===== src/rtl/faddsub_pipe.sv =====
// faddsub_pipe: three-stage IEEE-754 adder/subtractor (RNE, gradual underflow), valid/ready on both sides.
// Optional build macro FADDSUB_FTZ_EN flushes subnormal inputs and results to signed zero.
module faddsub_pipe #(
    parameter int EW = 8,
    parameter int MW = 23
) (
    input  logic           clk,
    input  logic           rst,
    input  logic           in_valid,
    output logic           in_ready,
    input  logic [EW+MW:0] x1,
    input  logic [EW+MW:0] x2,
    input  logic           op,
    output logic           out_valid,
    input  logic           out_ready,
    output logic [EW+MW:0] y,
    output logic           ovf
);
    localparam int W  = 1 + EW + MW;
    localparam int XW = MW + 4;                      // {hidden, frac, guard, round, sticky}
    localparam int CW = (EW + 1 > 7) ? EW + 1 : 7;   // holds any exponent or shift count
    localparam logic [EW-1:0] EMAX = '1;

    // Handshake: a beat moves when valid & ready; a held result stalls every stage together.
    logic stall;
    logic v1_q, v2_q, v3_q;
    assign stall     = v3_q & ~out_ready;
    assign in_ready  = ~stall;
    assign out_valid = v3_q;

    // ---------------- S1: unpack, order by magnitude, align ----------------
    logic            sa, sb, a_big, a_nan, b_nan;
    logic [EW-1:0]   ea, eb, eaf, ebf, esml;
    logic [MW:0]     ma, mb, mbig, msml;
    logic [CW-1:0]   ediff, sh;
    logic [2*MW+4:0] wide;
    logic            sbig_d, ssml_d, zs_d, sp_d;
    logic [EW-1:0]   ebig_d;
    logic [XW-1:0]   big_d, sml_d;
    logic [W-1:0]    spy_d;

    always_comb begin
        sa  = x1[W-1];
        sb  = x2[W-1] ^ op;
        ea  = x1[W-2:MW];
        eb  = x2[W-2:MW];
        ma  = {ea != '0, x1[MW-1:0]};
        mb  = {eb != '0, x2[MW-1:0]};
`ifdef FADDSUB_FTZ_EN
        if (ea == '0) ma = '0;
        if (eb == '0) mb = '0;
`endif
        eaf    = (ea == '0) ? EW'(1) : ea;
        ebf    = (eb == '0) ? EW'(1) : eb;
        a_big  = (eaf > ebf) || ((eaf == ebf) && (ma >= mb));
        ebig_d = a_big ? eaf : ebf;
        esml   = a_big ? ebf : eaf;
        mbig   = a_big ? ma : mb;
        msml   = a_big ? mb : ma;
        sbig_d = a_big ? sa : sb;
        ssml_d = a_big ? sb : sa;
        zs_d   = sa & sb;
        ediff  = CW'(ebig_d - esml);
        sh     = (ediff > CW'(XW)) ? CW'(XW) : ediff;
        wide   = {msml, {XW{1'b0}}} >> sh;
        sml_d  = {wide[2*MW+4:MW+2], |wide[MW+1:0]};
        big_d  = {mbig, 3'b000};

        a_nan = (ea == EMAX) && (x1[MW-1:0] != '0);
        b_nan = (eb == EMAX) && (x2[MW-1:0] != '0);
        sp_d  = (ea == EMAX) || (eb == EMAX);
        spy_d = '0;
        if (ea == EMAX && eb == EMAX) begin
            if (b_nan)         spy_d = {sb, EMAX, 1'b1, x2[MW-2:0]};
            else if (a_nan)    spy_d = {sa, EMAX, 1'b1, x1[MW-2:0]};
            else if (sa == sb) spy_d = {sa, EMAX, {MW{1'b0}}};
            else               spy_d = {1'b1, EMAX, 1'b1, {(MW-1){1'b0}}};
        end else if (ea == EMAX) begin
            spy_d = {sa, EMAX, x1[MW-1] | a_nan, x1[MW-2:0]};
        end else if (eb == EMAX) begin
            spy_d = {sb, EMAX, x2[MW-1] | b_nan, x2[MW-2:0]};
        end
    end

    logic            sb1_q, ss1_q, zs1_q, sp1_q;
    logic [EW-1:0]   e1_q;
    logic [XW-1:0]   big1_q, sml1_q;
    logic [W-1:0]    spy1_q;

    // ---------------- S2: add/subtract and normalise ----------------
    logic [XW:0]     sum;
    logic [CW-1:0]   lzc, e2c;
    logic [XW-2:0]   m2_d;
    logic [EW:0]     e2_d;
    logic            z2_d, uf2_d;

    always_comb begin
        sum = (sb1_q == ss1_q) ? ({1'b0, big1_q} + {1'b0, sml1_q})
                               : ({1'b0, big1_q} - {1'b0, sml1_q});
        lzc = CW'(XW);
        for (int i = 0; i < XW; i++) begin
            if (sum[i]) lzc = CW'(XW - 1 - i);
        end
        e2c   = CW'(e1_q);
        z2_d  = (sum == '0);
        uf2_d = 1'b0;
        m2_d  = sum[XW-2:0];
        e2_d  = {1'b0, e1_q};
        // m2_d drops the hidden bit: left shifts push the leading one out of the top.
        if (sum[XW]) begin
            m2_d = {sum[XW-1:2], sum[1] | sum[0]};
            e2_d = {1'b0, e1_q} + (EW+1)'(1);
        end else if (lzc < e2c) begin
            m2_d = sum[XW-2:0] << lzc;
            e2_d = {1'b0, e1_q} - (EW+1)'(lzc);
        end else begin
`ifdef FADDSUB_FTZ_EN
            uf2_d = 1'b1;
`else
            m2_d = sum[XW-2:0] << (e2c - CW'(1));
            e2_d = '0;
`endif
        end
    end

    logic            s2_q, zs2_q, z2_q, uf2_q, sp2_q;
    logic [EW:0]     e2_q;
    logic [XW-2:0]   m2_q;
    logic [W-1:0]    spy2_q;

    // ---------------- S3: round to nearest even and pack ----------------
    logic            rnd, ovf_d;
    logic [EW+MW:0]  ef;
    logic [W-1:0]    y_d;

    always_comb begin
        rnd   = m2_q[2] & (m2_q[1] | m2_q[0] | m2_q[3]);
        // Rounding carry ripples into the exponent field, which also lifts subnormals to normal.
        ef    = {e2_q, m2_q[XW-2:3]} + (EW+MW+1)'(rnd);
        y_d   = {s2_q, ef[EW+MW-1:0]};
        ovf_d = 1'b0;
        if (sp2_q) begin
            y_d = spy2_q;
        end else if (z2_q) begin
            y_d = {zs2_q, {(W-1){1'b0}}};
        end else if (uf2_q) begin
            y_d = {s2_q, {(W-1){1'b0}}};
        end else if (ef[EW+MW:MW] >= {1'b0, EMAX}) begin
            y_d   = {s2_q, EMAX, {MW{1'b0}}};
            ovf_d = 1'b1;
        end
    end

    logic [W-1:0] y_q;
    logic         ovf_q;
    assign y   = y_q;
    assign ovf = ovf_q;

    always_ff @(posedge clk or posedge rst) begin
        if (rst) begin
            v1_q   <= 1'b0;  sb1_q <= 1'b0;  ss1_q <= 1'b0;  zs1_q <= 1'b0;
            sp1_q  <= 1'b0;  e1_q  <= '0;    big1_q <= '0;   sml1_q <= '0;
            spy1_q <= '0;
            v2_q   <= 1'b0;  s2_q  <= 1'b0;  zs2_q <= 1'b0;  z2_q  <= 1'b0;
            uf2_q  <= 1'b0;  sp2_q <= 1'b0;  e2_q  <= '0;    m2_q  <= '0;
            spy2_q <= '0;
            v3_q   <= 1'b0;  y_q   <= '0;    ovf_q <= 1'b0;
        end else if (!stall) begin
            v1_q   <= in_valid;
            sb1_q  <= sbig_d;  ss1_q <= ssml_d;  zs1_q  <= zs_d;   sp1_q <= sp_d;
            e1_q   <= ebig_d;  big1_q <= big_d;  sml1_q <= sml_d;  spy1_q <= spy_d;
            v2_q   <= v1_q;
            s2_q   <= sb1_q;   zs2_q <= zs1_q;   z2_q  <= z2_d;    uf2_q <= uf2_d;
            sp2_q  <= sp1_q;   e2_q  <= e2_d;    m2_q  <= m2_d;    spy2_q <= spy1_q;
            v3_q   <= v2_q;
            y_q    <= y_d;
            ovf_q  <= ovf_d;
        end
    end

endmodule


===== config.mk =====
export PLATFORM = sky130hd
export DESIGN_NAME = faddsub_pipe
export DESIGN_NICKNAME = d
export VERILOG_FILES = /design/src/rtl/faddsub_pipe.sv
export SDC_FILE = /design/constraint.sdc
export NUM_CORES = 1
export LEC_CHECK = 0
export ABC_AREA = 1
export BUFFER_PORTS_ARGS = -buffer_cell sky130_fd_sc_hd__buf_2
export CAP_MARGIN = 20
export CORE_ASPECT_RATIO = 0.9
export CORE_UTILIZATION = 30
export DETAILED_ROUTE_END_ITERATION = 6
export GPL_TIMING_DRIVEN = 0
export SLEW_MARGIN = 30
export SYNTH_ARGS = -nofsm -noshare
export SYNTH_HDL_FRONTEND = slang
export SYNTH_SLANG_ARGS = --single-unit

===== constraint.sdc =====
create_clock -name clk -period 10.61 [get_ports clk]
set_input_delay 0 -clock clk [delete_from_list [all_inputs] [get_ports clk]]
set_output_delay 0 -clock clk [all_outputs]
set_load 0.03 [all_outputs]

==> impl_summary.md, run 1 <==
Worst setup path
The critical path endpoint category is a flop. The peak per-stage delay on the critical path is 0.44 ns. The worst setup path is launched from a flop. The critical path data required time is 10.97 ns.

STA puts the critical path data arrival time at 7.45 ns. In this run the register-to-register setup slack is 3.52 ns. The largest individual stage delay along the critical path comes from the cell sky130_fd_sc_hd__clkbuf_1. The critical path is of the reg -> reg type. In this run the worst path has a maximum fanout of 10. The most frequent cell on the critical path is sky130_fd_sc_hd__nand2_1.

GRT
The first global-routing pass estimated 107 mm of wire. The total global routing overflow is 0. Global routing consumed, over all layers together, 24.0% of the routing resources. The number of global-route vias before repair is 18,000. The initial antenna violation count came to 0. The pin count of the biggest net entering global routing is 91.

Synth
The cell with the most instances after synthesis is sky130_fd_sc_hd__nand2_1. Sequential elements use 26.9% of the synthesized area. The top-area cell type share of the netlist area is 26.9%. The average instance area after synthesis is 6.27 um2. The fraction of registers with async set or reset after synthesis is 100%. By area the synthesized netlist is led by sky130_fd_sc_hd__dfrtp_1, sky130_fd_sc_hd__nand2_1, sky130_fd_sc_hd__nand3_1.

Yosys mapped a number of flops with a built-in enable equal to 0. The post-synthesis instance total is 2,762. Yosys printed 0 warnings. By count the netlist is led by sky130_fd_sc_hd__nand2_1, sky130_fd_sc_hd__nand3_1, sky130_fd_sc_hd__inv_1.

The cell taking the most area after synthesis is sky130_fd_sc_hd__dfrtp_1. The number of distinct library cell variants in the gate-level netlist after synthesis is 56. The cell area after synthesis is 0.0173 mm2.

The number of synthesized register bits is 186. For this run, the leading register cell type out of synthesis is sky130_fd_sc_hd__dfrtp_1. The number of nets in the synthesized netlist is 2,925.

Timing
The total negative slack for setup checks is 0 ns. The clock arrives with 0.0195 ns of skew. The routed design could run at a clock period as short as 7.09 ns. Setup repair after global routing left no endpoint under its margin.

The minimum setup slack in the final design is 3.52 ns. Setup violations remaining at the end of the flow were counted as 0. Headroom to the max-slew limit came out at 38.3%. At the pin with the least slew margin, the transition time is 0.926 ns.

The upper clock frequency limit is 141 MHz. In the finished design, the share of the clock period the worst path needs comes to 66.8%. The number of hold violations in the final report is 0. The max-slew violation total from the final report is 0.

Place
The number of I/O port buffers is 103. The final estimated routing congestion in global placement is 0.987. Prior to clock tree synthesis, the placed netlist has a worst setup slack of 3.72 ns. Summed over all nets, the half-perimeter wirelength after detailed placement is 57.4 mm.

Power and ir drop
In this run the power density over the cells is 264 mW/mm2. IR analysis of the VDD net gives a maximum drop of 0.000127 V. The analysis attributes to cell leakage a power of 9.71 nW. After layout, the design draws a total of 5.18 mW.

Finish
From synthesis to final layout, the design area changed by 13.2%. The ratio of cells with drive above 1 in the final layout is 8.17%. 0 antenna diodes ended up in the layout. The area used by multi-input combinational logic is 0.0109 mm2. The number of nets in the finished design is 3,063. Across the whole layout, storage elements account for 0.00465 mm2. The count of filler cells inserted in the layout is 6,300.

CTS
The TritonCTS buffer count is 17. The clock reaches the later pin of the worst-skew pair after 0.47 ns. The clock slew seen by the registers of the worst setup and hold paths is 0.08 ns. The buffer depth of the longest clock path is 2. The number of instances resized during post-cts repair is 0. The tree is rooted in a sky130_fd_sc_hd__clkbuf_16. Clock tree synthesis found a total of 186 sinks.

The level count of the clock H-tree is 4. TritonCTS built the clock tree.

Detailed routing
For this run, design rule violations remaining after detail routing come to 0. Dividing the detail-routed wire length by the instance count gives 19.1 um. The routed via count divided by cell count is 5.35. The number of vias in the routed layout is 19,700. The number of search-and-repair iterations in the first detailed-routing pass is 6.

The count of routing violations after the opening detailed-route iteration is 2,049. The count of nets left with antenna violations after detail routing is 0. The routed design has 70.3 mm of wire.

Floorplan
The core box area is 0.0570 mm2. The horizontal die dimension is 255 um. For this configuration, the core starts out at a cell density of 30.4%. The die is 230 um tall. The die covers 0.0587 mm2.

In this run the core area contains 83 standard-cell rows. Pin placement for this block handled 104 I/O pins.

Outcome
The run finished with clean final reports.

Worst hold path
The class of the most critical hold timing path is in -> reg.

Job
Max-cap violations in this run came to 0.
worst max-delay path, delay by kind of cell (launching register included):
family | cells | cell delay, ns
simple gates | 38 | 3.82
buf+inv | 6 | 1.32
fa+ha+maj | 3 | 1.02
compound gates | 2 | 0.43
flops | 1 | 0.41
logic make-up (layout without fill, tap and decap cells):
family | count (synthesis) | in the layout | share of synthesized area, %
xor+xnor | 38 | 38 | 1.97
buf+inv | 462 | 613 | 10.4
fa+ha+maj | 94 | 94 | 6.88
compound gates | 486 | 486 | 15.7
flops | 186 | 186 | 26.9
simple gates | 1496 | 1496 | 38.2
state kept, by name, indices dropped and copies added, names as in the netlist, 8 cells and up:
name	count
y	32
sml1_q	27
m2_q	26
spy1_q	25
spy2_q	25
big1_q	24
e2_q	9
e1_q	8
metal layers:
layer  vias up  wire [um]  share of wire (%)  track usage (%)
met5         -          0                  0                0
met4         0       1990                2.8             7.49
met3       103       6130                8.7             4.53
met2       830      29200                 41             34.5
met1      9267      33000                 47             35.6
li1       9459          -                  -                -
timing repair:
| item | 4_1_cts | 5_1_grt |
|---|---|---|
| hold buffers | 14 | 0 |
| buffers inserted | 0 | 0 |
| hold endpoints to repair | 109 | 0 |
layout by cell type (no fill, tap or decap), types with 57 or more instances in the layout:
| cell type | n |
|---|---|
| sky130_fd_sc_hd__nand2_1 | 730 |
| sky130_fd_sc_hd__nand3_1 | 410 |
| sky130_fd_sc_hd__inv_1 | 304 |
| sky130_fd_sc_hd__o21ai_0 | 242 |
| sky130_fd_sc_hd__nor2_1 | 197 |
| sky130_fd_sc_hd__dfrtp_1 | 186 |
| sky130_fd_sc_hd__a21oi_1 | 146 |
| sky130_fd_sc_hd__buf_2 | 135 |
| sky130_fd_sc_hd__ha_1 | 92 |
| sky130_fd_sc_hd__clkbuf_1 | 88 |
| sky130_fd_sc_hd__nand4_1 | 57 |
final cells by class:
class                      count  share of cell area (%)
buffer                       143                    3.12
clock buffer                  17                    2.17
clock inverter                15                   0.938
inverter                     319                    6.15
multi-input combinational   2114                    55.4
sequential                   186                    23.7
tap                          765                    4.88
timing repair buffer         119                    3.63
metrics by stage:
step / util, % / hold WS [ns] / cells / area, um2
floorplan: - / 0.121 / 2762 / 17300
global placement: 33.0 / 0.306 / 3630 / 18800
detailed placement: 33.1 / -0.0322 / 3632 / 18900
CTS: 34.4 / 0.00120 / 3678 / 19600
global route: 34.4 / 0.0194 / 3678 / 19600
finish: 34.4 / 0.00967 / 3678 / 19600
power breakdown:
| group | leakage [nW] | switching, mW | internal (mW) |
|---|---|---|---|
| Sequential | 2.35 | 0.171 | 0.905 |
| Clock | 0.295 | 0.339 | 0.323 |
| Combinational | 7.07 | 2.44 | 0.998 |
| Total | 9.71 | 2.95 | 2.23 |
worst paths after layout:
path	startpoint	to	cells past startpoint
max reg2reg	big1_q[3]$_DFFE_PP0N_	m2_q[25]$_DFFE_PP0N_	49
min reg2reg	v2_q$_DFFE_PP0N_	out_valid$_DFFE_PP0N_	1
min	x1[19]	big1_q[22]$_DFFE_PP0N_	3
min in group asynchronous	rst	spy1_q[19]$_DFFE_PP0N_	3
max	big1_q[3]$_DFFE_PP0N_	m2_q[25]$_DFFE_PP0N_	49
max in group asynchronous	rst	sml1_q[22]$_DFFE_PP0N_	5
No activity file was read; power rests on OpenSTA's default activity.
==> run 2: changes to the inputs <==
==> constraint.sdc (replaced) <==
create_clock -name clk -period 6.7 [get_ports clk]
set_input_delay 0 -clock clk [delete_from_list [all_inputs] [get_ports clk]]
set_output_delay 0 -clock clk [all_outputs]
set_load 0.03 [all_outputs]
==> run 2 against run 1 <==
Against the previous run:
- critical path depth is the same
- fmax grew 15%
- register-to-register slack lost 3.0 ns
- clock-buffer cell count is the same
- largest power group unchanged
==> impl_summary.md, run 2 (synthesis results as in run 1) <==
Outcome
The flow ran to the end, and the final reports show no timing, DRC or antenna violations.

Floorplan
The cell row count is 83. The vertical extent of the die is 230 um. From left edge to right edge, the die measures 255 um. For this configuration, the core starts out at a cell density of 30.4%.

The die covers 0.0587 mm2. The core box area is 0.0570 mm2. 104 I/O pins were placed.

GRT
The initial antenna violation count came to 0. Entering global routing, the biggest net connects 91 pins. After global routing the overflow that remains totals 0. The number of global-route vias before repair is 18,000. The first global-routing pass estimated 107 mm of wire. The global router's overall resource usage is 24.0%.

Job
The number of maximum-capacitance constraint violations is 0.

CTS
The CTS tree is built. The longest clock path from root to sink contains 2 buffers. Clock tree synthesis inserted a total of 17 buffers. The clock slew seen by the registers of the worst setup and hold paths is 0.08 ns.

CTS placed an instance of sky130_fd_sc_hd__clkbuf_16 at the clock tree root. The clock insertion delay at the later pin of the skew report is 0.47 ns. CTS built an H-tree with a depth of 4.

The number of clock sinks is 186.

Worst setup path
The setup path with the least slack is of type reg -> reg. In this run the worst path has a maximum fanout of 10. The critical path data required time is 7.07 ns. The critical path endpoint category is a flop. The arrival time at the worst endpoint is 6.53 ns. The cell type of the slowest stage on the worst timing path is sky130_fd_sc_hd__dfrtp_1. The peak per-stage delay on the critical path is 0.41 ns. The cell count of the worst reg-to-reg path is 49. The sort of element at the start of the critical path is a flop. The most frequent cell on the critical path is sky130_fd_sc_hd__nand2_1. The setup slack of the most critical reg-to-reg path is 0.54 ns.

Timing
Across the routed clock network, the largest skew measured is 0.0187 ns. The minimum hold slack is 0.00499 ns. The max-slew violation total from the final report came to 0. The fraction of the cycle the final worst path needs is 91.9%. The upper clock frequency limit is 162 MHz. The minimum setup slack in the final design is 0.540 ns. Summed over all failing endpoints, the final setup total negative slack is 0 ns. The number of hold violations in the final report came to 0. For the pin with the worst max-slew slack, the measured transition is 0.950 ns. The number of endpoints failing setup at the final stage is 0. The worst path in the final design needs a cycle of 6.16 ns, including I/O delays and setup. Measured against its own limit, the worst slew margin works out to 36.7%.

Place
The setup slack at placement is -0.190 ns. Detailed placement finished with a half-perimeter wire length of 57.4 mm. At the end of routability-driven placement, the weighted congestion stood at 0.987.

In this run the tool buffered the top-level ports with 103 buffer cells.

Detailed routing
The count of routing violations after the opening detailed-route iteration is 2,126. The count of nets left with antenna violations after detail routing is 0. In the routed design, unresolved DRC markers number 0. The final route contains 19,600 vias. Dividing the detail-routed via count by the number of cells gives 5.33.

After detailed routing, the average wire length per cell comes to 19.1 um. The final routed wirelength across all metal layers is 70.2 mm. The first detailed-routing pass took 6 iterations.

Worst hold path
In this run the worst hold path is classified as in -> reg. The worst hold path was traced through 3 stages.

Power and ir drop
The power density relative to cell area is 419 mW/mm2. The analysis attributes to cell leakage a power of 9.79 nW. IR analysis of the VDD net gives a maximum drop of 0.000206 V.

Finish
The number of nets in the finished design is 3,067. Leaving out fill and tap cells, the most frequent cells in the layout are sky130_fd_sc_hd__nand2_1, sky130_fd_sc_hd__nand3_1, sky130_fd_sc_hd__inv_1. The register with the most flip-flops in the layout has 32 of them. The total inserted antenna cells is 0.

The most common cell after layout, fill and taps aside is sky130_fd_sc_hd__nand2_1. Relative to the synthesized area, the layout overhead comes to 14.0%. The post-route netlist has 9.26% of its cells at a drive strength greater than 1.
## run 2: changes by cell type in the layout (fill, tap and decap cells not counted), moves of 3 or more
cell,before,now
sky130_fd_sc_hd__buf_2,135,131
sky130_fd_sc_hd__buf_4,5,13
sky130_fd_sc_hd__clkbuf_1,88,79
sky130_fd_sc_hd__clkbuf_2,1,8
sky130_fd_sc_hd__clkbuf_4,0,4
sky130_fd_sc_hd__nand2_1,730,725
sky130_fd_sc_hd__nand2_2,6,10
sky130_fd_sc_hd__nor2_1,197,194
sky130_fd_sc_hd__nor2_2,8,11
sky130_fd_sc_hd__o21ai_0,242,238
## run 2: cell type report
| class | instances | area [um2] |
|---|---|---|
| plain buffers | 143 | 646 |
| clock buffers | 17 | 425 |
| clock inverters | 15 | 184 |
| fillers | 6301 | 37300 |
| inverters | 319 | 1210 |
| multi-input cells | 2114 | 10900 |
| flip-flops and latches | 186 | 4650 |
| well taps | 765 | 957 |
| repair buffers | 123 | 741 |
## run 2: final timing paths
| check | startpoint | end |
|---|---|---|
| worst max-delay path | big1_q[3]$_DFFE_PP0N_ | m2_q[24]$_DFFE_PP0N_ |
| worst min-delay path | x1[19] | big1_q[22]$_DFFE_PP0N_ |
| worst max register to register | big1_q[3]$_DFFE_PP0N_ | m2_q[24]$_DFFE_PP0N_ |
| worst min register to register | v2_q$_DFFE_PP0N_ | out_valid$_DFFE_PP0N_ |
| max in group asynchronous | rst | sml1_q[22]$_DFFE_PP0N_ |
| min in group asynchronous | rst | spy1_q[13]$_DFFE_PP0N_ |
## run 2: critical path: cells and delay by family (launching register included)
family,cells,cell delay (ns)
and+or+nand+nor,38,3.55
AOI/OAI and AO/OA,2,0.36
DFF,1,0.41
buffers and inverters,6,0.79
adders and majority gates,3,0.95
## run 2: report_power, final
part | total (mW) | switching [mW] | leakage [nW] | internal, mW
clock | 1.06 | 0.543 | 0.295 | 0.512
combinational | 5.51 | 3.88 | 7.15 | 1.63
sequential | 1.70 | 0.271 | 2.35 | 1.43
## run 2: per-stage QoR
stage,instance area [um2],instances,utilization (%),power [mW]
4_1_cts,19600,3678,34.4,8.07
6_report,19700,3682,34.6,8.27
3_5_place_dp,18900,3632,33.1,7.00
5_1_grt,19700,3682,34.6,8.89
3_3_place_gp,18800,3630,33.0,7.00
2_1_floorplan,17300,2762,-,5.31
## run 2: repair_timing
action                                  in CTS  in global routing
buffers inserted                             0                  4
pin swaps                                    0                  2
endpoints found under the setup margin      19                 26
hold buffers                                14                  0
cloned                                       0                  0
gates resized for setup                      2                 55
hold endpoints to repair                   109                  0
## run 2: per-layer routing
| layer | share of wire, % | up-vias | GRT usage (%) |
|---|---|---|---|
| met5 | 0 | - | 0 |
| met4 | 2.7 | 0 | 7.49 |
| met3 | 8.3 | 92 | 4.53 |
| met2 | 42 | 814 | 34.5 |
| met1 | 47 | 9250 | 35.6 |
| li1 | - | 9481 | - |
==> run 3: changes to the inputs <==
--- a/config.mk
+++ b/config.mk
@@ -12,6 +12,7 @@
 export CORE_UTILIZATION = 30
 export DETAILED_ROUTE_END_ITERATION = 6
 export GPL_TIMING_DRIVEN = 0
+export REMOVE_ABC_BUFFERS = 1
 export SLEW_MARGIN = 30
 export SYNTH_ARGS = -nofsm -noshare
 export SYNTH_HDL_FRONTEND = slang
==> run 3 against run 2 <==
Against the previous run:
- via count shrank 4.6%
- fmax shrank 3.6%
- clock-buffer cell count unchanged
- non-clock buffer count is 115 lower
- cell area about the same
- critical path type unchanged
- power down 2.4%
- register-to-register slack got worse by 0.23 ns
- setup slack got worse by 0.23 ns
- first-iteration DRC count fell by 9.8%
- largest cell class unchanged
- core utilization is essentially flat
- clock power grew 4%
==> impl_summary.md, run 3 (synthesis results as in run 1) <==
Outcome
The flow ran to the end, and the final reports show no timing, DRC or antenna violations.

CTS
TritonCTS built the clock tree. The library cell used as clock root buffer is sky130_fd_sc_hd__clkbuf_16. In this run the number of H-tree levels came out at 4.

The buffer depth of the longest clock path is 2. The clock insertion delay at the later pin of the skew report is 0.47 ns. The TritonCTS buffer count is 17. After clock tree synthesis, the clock-pin slew on the worst setup and hold paths is 0.09 ns. The clock drives 186 sinks.

Timing
Setup repair after global routing could not meet its margin everywhere. The number of hold violations in the final report was 0. The minimum setup slack in the final design is 0.311 ns. The slew at the pin closest to its max-slew limit is 0.926 ns. The total negative slack for setup checks is 0 ns.

The remaining max-slew budget at the tightest pin is 37.6%. Setup violations remaining at the end of the flow were counted as 0. The fraction of the cycle the final worst path needs is 95.4%.

Clock skew on the completed layout was measured at 0.0174 ns. The clock period could shrink to 6.39 ns. Static timing analysis puts the maximum clock frequency at 157 MHz. The max-slew violation total from the final report is 0.

GRT
Global routing finished with a remaining overflow of 0. The global router's overall resource usage is 20.8%. The global-route wire length before repair is 95.4 mm. Global routing used 2.69% of the available met3 tracks. The met1 track demand over resource in global routing is 31.3%. The busiest metal layer after global routing is met1. The number of global-route vias before repair is 16,700. Entering global routing, the biggest net connects 118 pins. The global routing usage on met2 is 30.9%.

The initial antenna violation count is 1.

Finish
The post-layout instance area is 0.0197 mm2. The area growth from synthesis to layout is 14.0%. In the layout the commonest cells are sky130_fd_sc_hd__nand2_1, sky130_fd_sc_hd__nand3_1, sky130_fd_sc_hd__inv_1. The core occupancy in the finished layout is 34.6%. The library cell used most frequently in the layout, excluding fill and tap cells, is sky130_fd_sc_hd__nand2_1. The ratio of cells with drive above 1 in the final layout is 9.12%.

The flip-flop count of the largest register, all copies and words added is 32. The number of nets in the finished design is 2,957. The finished layout holds 3,572 standard cells, fillers aside. The total inserted antenna cells is 0.

Worst hold path
The destination of the worst hold path is big1_q[10]$_DFFE_PP0N_. The class of the most critical hold timing path is in -> reg. The worst hold path stage count is 3. The startpoint of the lowest-slack hold path is x1[7].

Place
The final estimated routing congestion in global placement is 0.982. At the placement stage, the worst setup path has a slack of -1.53 ns. The number of I/O port buffers is 103. Summed over all nets, the half-perimeter wirelength after detailed placement is 47.6 mm. Summing all placed instances gives a cell area of 0.0186 mm2. In this run, placement finished with an instance count of 3,502.

Worst setup path
The worst setup path category is reg -> reg. The startpoint identified for the worst register-to-register timing path is big1_q[8]$_DFFE_PP0N_. The setup slack of the most critical reg-to-reg path is 0.31 ns. Among all stages on the critical path, the largest delay is contributed by sky130_fd_sc_hd__dfrtp_1.

Counting stages on the worst path, the most repeated cell is sky130_fd_sc_hd__nand2_1. The maximum fanout along the worst path is 27. Data on the critical path is required at its endpoint by 7.10 ns. The cell count of the worst reg-to-reg path is 40. The arrival time at the worst endpoint is 6.79 ns. The worst setup path is launched from a flop. In this run the critical register-to-register path is captured at m2_q[21]$_DFFE_PP0N_. The critical path endpoint category is a flop.

The largest single stage delay on the critical path is 0.47 ns.

Floorplan
In this run the core area contains 83 standard-cell rows. The overall die area is 0.0587 mm2. The core box area is 0.0570 mm2. Pin placement for this block handled 104 I/O pins. The die is 230 um tall.

The effective utilization at floorplan is 30.4%. The horizontal die dimension is 255 um.

Detailed routing
The final route contains 18,700 vias. For this block, the routed nets add up to 61.6 mm of wire. The count of nets left with antenna violations once routing finished came out at 0.

The first detailed-routing pass took 7 iterations. The DRC violation count after routing is 0. The first routing iteration left 1,918 violations.

The average wire per cell in the routed design is 17.2 um. The routed via count divided by cell count is 5.25.

Power and ir drop
The power density relative to cell area is 409 mW/mm2. The analysis attributes to cell leakage a power of 9.71 nW. VDD sags by at most 0.000155 V.

Job
The number of maximum-capacitance constraint violations is 0.
-- run 3: per-layer routing --
layer | vias up | share of wire, %
li1 | 9272 | -
met1 | 8657 | 48
met2 | 737 | 43
met3 | 70 | 7.2
met4 | 2 | 1.8
met5 | - | 0.021
-- run 3: timing repair --
item	4_1_cts	5_1_grt
gates resized for setup	17	18
hold buffers	23	0
buffers inserted	2	8
gates cloned	1	4
endpoints found under the hold margin	128	0
setup endpoints to repair	26	37
pin swaps	3	4
-- run 3: area by class of cell --
| cell class | count | area (um2) |
|---|---|---|
| tap | 765 | 957 |
| timing repair buffer | 151 | 1180 |
| fill | 6293 | 37300 |
| clock inverter | 15 | 205 |
| multi-input combinational | 2119 | 11100 |
| inverter | 319 | 1240 |
| clock buffer | 17 | 425 |
| sequential | 186 | 4660 |
-- run 3: per-stage QoR --
stage          power [mW]  hold slack (ns)
5_1_grt              8.74           0.0195
2_1_floorplan        5.20            0.121
4_1_cts              7.87         0.000638
6_report             8.07          0.00974
3_5_place_dp         6.69           0.0594
3_3_place_gp         6.63            0.230
-- run 3: worst max path at each step --
stage                     startpoint               endpoint  slack [ns]  cells after the start
3_5_place_dp   big1_q[8]$_DFFE_PP0N_   m2_q[23]$_DFFE_PP0N_       -1.53                     41
3_3_place_gp   out_valid$_DFFE_PP0N_  sml1_q[8]$_DFFE_PP0N_      -13.77                      7
2_1_floorplan  out_valid$_DFFE_PP0N_  sml1_q[9]$_DFFE_PP0N_       -4.62                      6
5_1_grt        big1_q[3]$_DFFE_PP0N_   m2_q[21]$_DFFE_PP0N_       -0.04                     46
4_1_cts        big1_q[8]$_DFFE_PP0N_   m2_q[19]$_DFFE_PP0N_        0.12                     40
6_report       big1_q[8]$_DFFE_PP0N_   m2_q[21]$_DFFE_PP0N_        0.31                     40
-- run 3: power breakdown --
group / switching [mW] / internal [mW] / leakage (nW)
Clock: 0.579 / 0.521 / 0.300
Combinational: 3.63 / 1.64 / 7.06
Sequential: 0.274 / 1.43 / 2.34
Total: 4.48 / 3.59 / 9.71
-- run 3: critical path: cells and delay by family (launching register included) --
| family | cells | cell delay, ns |
|---|---|---|
| and+or+nand+nor | 23 | 2.90 |
| AOI/OAI and AO/OA | 9 | 1.48 |
| adders and majority gates | 2 | 0.79 |
| buffers and inverters | 6 | 0.64 |
| DFF | 1 | 0.47 |
